## src/rtl/argmax_pkg.sv

```systemverilog
// Shared types and defaults for the streaming argmax unit.
package argmax_pkg;

  typedef enum logic {
    ACC  = 1'b0,
    HOLD = 1'b1
  } argmax_state_t;

  localparam int ARGMAX_WIDTH_DEF = 4;
  localparam int ARGMAX_N_DEF     = 8;

  // A single-sample frame still needs a one-bit index port.
  function automatic int argmax_idx_w(input int n);
    return (n > 1) ? $clog2(n) : 1;
  endfunction

endpackage

```

## src/rtl/argmax_max_sel.sv

```systemverilog
// Keep-or-replace decision for the running maximum: comparator plus 2:1 select of {value, index}.
// Build option ARGMAX_SIGNED_EN switches the comparison to two's-complement.
module max_sel #(
  parameter int WIDTH = 4,
  parameter int IDX_W = 3
) (
  input  logic [WIDTH-1:0] cur_max,
  input  logic [IDX_W-1:0] cur_idx,
  input  logic [WIDTH-1:0] cand_val,
  input  logic [IDX_W-1:0] cand_idx,
  input  logic             force_load,
  output logic [WIDTH-1:0] sel_max,
  output logic [IDX_W-1:0] sel_idx
);

  logic greater;

`ifdef ARGMAX_SIGNED_EN
  assign greater = $signed(cand_val) > $signed(cur_max);
`else
  assign greater = cand_val > cur_max;
`endif

  // Strict compare: ties keep the earlier (lower) index.
  always_comb begin
    sel_max = cur_max;
    sel_idx = cur_idx;
    if (force_load || greater) begin
      sel_max = cand_val;
      sel_idx = cand_idx;
    end
  end

endmodule

```

## src/rtl/argmax_stream.sv

```systemverilog
// Streaming argmax: collects N samples per frame, presents {max, index} until the consumer takes it.
// Build option ARGMAX_SIGNED_EN selects signed comparison (see max_sel).
//
// state | meaning
// ACC   | collecting samples, in_ready high
// HOLD  | result presented, waiting for out_ready
module argmax_stream
  import argmax_pkg::*;
#(
  parameter int WIDTH = ARGMAX_WIDTH_DEF,
  parameter int N     = ARGMAX_N_DEF,
  localparam int IDX_W = argmax_idx_w(N)
) (
  input  logic             clk,
  input  logic             rst_n,
  input  logic             clear,
  input  logic             in_valid,
  output logic             in_ready,
  input  logic [WIDTH-1:0] in_data,
  output logic             out_valid,
  input  logic             out_ready,
  output logic [WIDTH-1:0] out_max,
  output logic [IDX_W-1:0] out_idx
);

  localparam logic [IDX_W-1:0] CNT_LAST = IDX_W'(N - 1);
  localparam logic [IDX_W-1:0] CNT_ONE  = IDX_W'(1);

  argmax_state_t    state;
  logic [IDX_W-1:0] cnt;
  logic [WIDTH-1:0] max_r;
  logic [IDX_W-1:0] idx_r;
  logic [WIDTH-1:0] sel_max;
  logic [IDX_W-1:0] sel_idx;
  logic             accept;
  logic             first;
  logic             last;

  // Gated with rst_n so nothing is offered to the source during reset.
  assign in_ready = (state == ACC) && rst_n;
  assign accept   = in_valid && in_ready;
  assign first    = (cnt == '0);
  assign last     = (cnt == CNT_LAST);

  max_sel #(
    .WIDTH (WIDTH),
    .IDX_W (IDX_W)
  ) u_max_sel (
    .cur_max    (max_r),
    .cur_idx    (idx_r),
    .cand_val   (in_data),
    .cand_idx   (cnt),
    .force_load (first),
    .sel_max    (sel_max),
    .sel_idx    (sel_idx)
  );

  always_ff @(posedge clk or negedge rst_n) begin
    if (!rst_n) begin
      state     <= ACC;
      cnt       <= '0;
      max_r     <= '0;
      idx_r     <= '0;
      out_valid <= 1'b0;
      out_max   <= '0;
      out_idx   <= '0;
    end else if (clear) begin
      // Abort the frame; the last delivered result stays on out_max/out_idx.
      state     <= ACC;
      cnt       <= '0;
      out_valid <= 1'b0;
    end else begin
      case (state)
        ACC: begin
          if (accept) begin
            max_r <= sel_max;
            idx_r <= sel_idx;
            if (last) begin
              state     <= HOLD;
              cnt       <= '0;
              out_max   <= sel_max;
              out_idx   <= sel_idx;
              out_valid <= 1'b1;
            end else begin
              cnt <= cnt + CNT_ONE;
            end
          end
        end
        HOLD: begin
          if (out_ready) begin
            state     <= ACC;
            out_valid <= 1'b0;
          end
        end
        default: begin
          state <= ACC;
        end
      endcase
    end
  end

endmodule

```

## config.mk

```make
export PLATFORM = sky130hd
export DESIGN_NAME = argmax_stream
export DESIGN_NICKNAME = d
export VERILOG_FILES = /design/src/rtl/argmax_pkg.sv /design/src/rtl/argmax_max_sel.sv /design/src/rtl/argmax_stream.sv
export SDC_FILE = /design/constraint.sdc
export NUM_CORES = 1
export LEC_CHECK = 0
export ABC_CLOCK_PERIOD_IN_PS = 5650
export BUFFER_PORTS_ARGS = -buffer_cell sky130_fd_sc_hd__buf_4
export CAP_MARGIN = 20
export CORE_MARGIN = 5
export CORE_UTILIZATION = 55
export CTS_CLUSTER_DIAMETER = 60
export CTS_CLUSTER_SIZE = 28
export DETAILED_ROUTE_END_ITERATION = 10
export PLACE_DENSITY_LB_ADDON = 0.15
export SYNTH_ARGS = -nofsm -noshare
export SYNTH_HDL_FRONTEND = slang
export SYNTH_SLANG_ARGS = --single-unit
```

## constraint.sdc

```tcl
create_clock -name clk -period 5.65 [get_ports clk]
set_clock_uncertainty 0.05 [all_clocks]
set_input_delay 0.565 -clock clk [delete_from_list [all_inputs] [get_ports clk]]
set_output_delay 0.565 -clock clk [all_outputs]
set_load 0.005 [all_outputs]
```

==> metrics <==
status finished clean; WS Path Type reg -> reg; max_cap viols 0; CTS Buf Count 3; Worst EP arrival 2.29 ns; VDD IR max 0.000166 V; largest net degree at the start of global routing 22; Layout Cells excl Fill 141; Via-to-Cell Ratio 5.27; Max Freq 0.464 GHz; post-cts gate resize count 0; reg-to-reg startpoint max_r[3]$_DFFE_PN0P_; clock sink total 19; Rel. slew slack 76.6%; CTS clk-pin slew, worst paths 0.10 ns; Pins Over Slew Limit 0; Routability Congestion 0.777; share of the synthesized area in the top cell type 47.7%; number of global-route vias before repair 754; CP max FO 7; final worst path period share 38.2%; via count 743; total gr overflow 0; Routed WL per cell 13.2 um; Setup TNS 0 ns; Critical Path RT 5.78 ns; Syn Area/Cell 10.2 um^2; Setup Fix Bufs, Post-CTS 0; Residual DRC 0; overall power 275 uW; Yosys reg bits 19; synth top area cells dfrtp_1 (48%), ha_1 (8.8%), a21oi_1 (7.0%), mux2_2 (6.8%), nor2_1 (3.8%); initial antenna violation count 0; synthesized cell area 997 um^2; Mapped Cells 98; row count 15; biggest area consumer among synthesized cells dfrtp_1; CORE AREA 1730 um^2; Synth cell types 28; die height 52.6 um; drt pass-1 iters 2; startpoint types flop; Routed Antenna Nets 0; first-pass GRT wire length 3410 um; clock tree buffer depth 2; Syn-to-layout area delta 16.7%; Final Hold Fails 0; CTS root buffer clkbuf_4; RR Endpoint max_r[0]$_DFFE_PN0P_; Final Core Density 67.4%; Final nets 133; worst hold path type in -> async; Reg2Reg Setup Slack 3.49 ns; DIE AREA 2760 um^2; synth warn 0; GR Util All Layers 17.3%; power density over cell area 236 nW/um^2; H-Tree Depth 1; crit path time final 2.16 ns; RSZ-0062 raised after global routing no; Post-CTS Hold Fix Bufs 0; slew at the pin closest to its max-slew limit 0.350 ns; Placed Cells 137; Ports 18; Lkg Pwr 0.000610 uW; Reg2Reg Depth 7; DP Wirelength 1480 um; Initial Utilization 57.8%; ANT cells 0; clk_lat worst skew 0.29 ns; Final setup viols 0; share of layout cells above drive strength 1 24.1%; Initial DRC Count 3; CTS tree done; sequential area share after synthesis 47.7%; post-synth net total 114; worst hold slack 0.0802 ns; final wirelength 1860 um; CP Capture Type flop; Die W 52.6 um; Port Buffers 17
[logic make-up (layout without fill, tap and decap cells)]
logic type	after synthesis	count (layout)	share of synthesized area (%)
simple gates	29	29	15.1
fa+ha+maj	7	7	8.78
mux	8	8	8.78
buf+inv	10	28	4.52
flops	19	19	47.7
compound gates	25	25	15.2
[cell usage after synthesis]
cell / n
a211oi_1: 1
a21o_1: 1
a21oi_1: 14
a22o_1: 1
a31oi_1: 1
and2_1: 2
and2b_1: 1
buf_6: 1
clkbuf_1: 2
dfrtp_1: 19
ha_1: 7
inv_1: 7
mux2_2: 6
mux2i_1: 2
nand2_1: 8
nand2b_1: 1
nand3_1: 1
nand3b_2: 1
nand4_1: 1
nor2_1: 10
nor2b_1: 2
nor3_1: 1
nor3_4: 1
o2111ai_1: 1
o211a_1: 1
o21a_1: 2
o21ai_0: 2
o21bai_1: 1
[critical path: stages, from the launching register on]
cell       delay, ns
dfrtp_1         0.38
inv_1           0.05
ha_1            0.32
nand4_1         0.15
o2111ai_1       0.14
and2_1          0.25
nor3_4          0.32
mux2_2          0.38
[layer usage]
layer / global-route usage, % / routed length [um]
met1: 22.9 / 800
met2: 26.4 / 952
met3: 3.42 / 71
met4: 8.94 / 40
met5: 0 / 0
[worst max path at each step]
stage                     slack [ns]  depth (start not counted)                    to                 start
after floorplan                 3.47                          7  max_r[0]$_DFFE_PN0P_            in_data[3]
after global placement          3.26                          7  max_r[0]$_DFFE_PN0P_            in_data[3]
after detailed placement        3.21                          7  max_r[2]$_DFFE_PN0P_            in_data[3]
after CTS                       3.47                          7  idx_r[0]$_DFFE_PN0P_  max_r[3]$_DFFE_PN0P_
after global routing            3.36                          7  idx_r[1]$_DFFE_PN0P_  max_r[3]$_DFFE_PN0P_
final                           3.49                          7  max_r[0]$_DFFE_PN0P_  max_r[3]$_DFFE_PN0P_
[layout make-up]
cell class,instances,area (um^2)
Tap cell,25,31.3
Clock buffer,4,26.3
Inverter,7,26.3
Multi-Input combinational cell,69,477
Fill cell,154,563
Timing Repair Buffer,17,128
Sequential cell,19,475
[power by group]
part	switching (uW)	leakage, uW	total [uW]	internal (uW)
registers	6.68	0.000255	152	145
clock network	38.5	0.0000150	66.0	27.5
logic	30.4	0.000339	57.7	27.3
total	75.5	0.000610	275	200
[flip-flops by register name, indices dropped and copies added (netlist names)]
signal     count
idx_r          3
out_max        4
state          1
out_idx        3
out_valid      1
max_r          4
cnt            3
[per-stage QoR]
step / cell area [um^2] / setup slack [ns]
after global routing: 1160 / 3.36
after global placement: 1140 / 3.26
after floorplan: 997 / 3.47
after CTS: 1160 / 3.47
after detailed placement: 1140 / 3.21
final: 1160 / 3.49
[cells in the final DEF (no fill, tap or decap), drive strengths merged]
cell type  instances
nor2b              2
and2               2
a211oi             1
nand4              1
nand3              1
clkbuf             4
a22o               1
dfrtp             19
nor2              10
nand2              8
o21a               2
ha                 7
nand2b             1
buf               17
o21ai              2
o211a              1
a21o               1
o2111ai            1
nor3               2
mux2i              2
a21oi             14
mux2               6
and2b              1
nand3b             1
a31oi              1
inv                7
o21bai             1
Power figures use the tool's default switching activity.
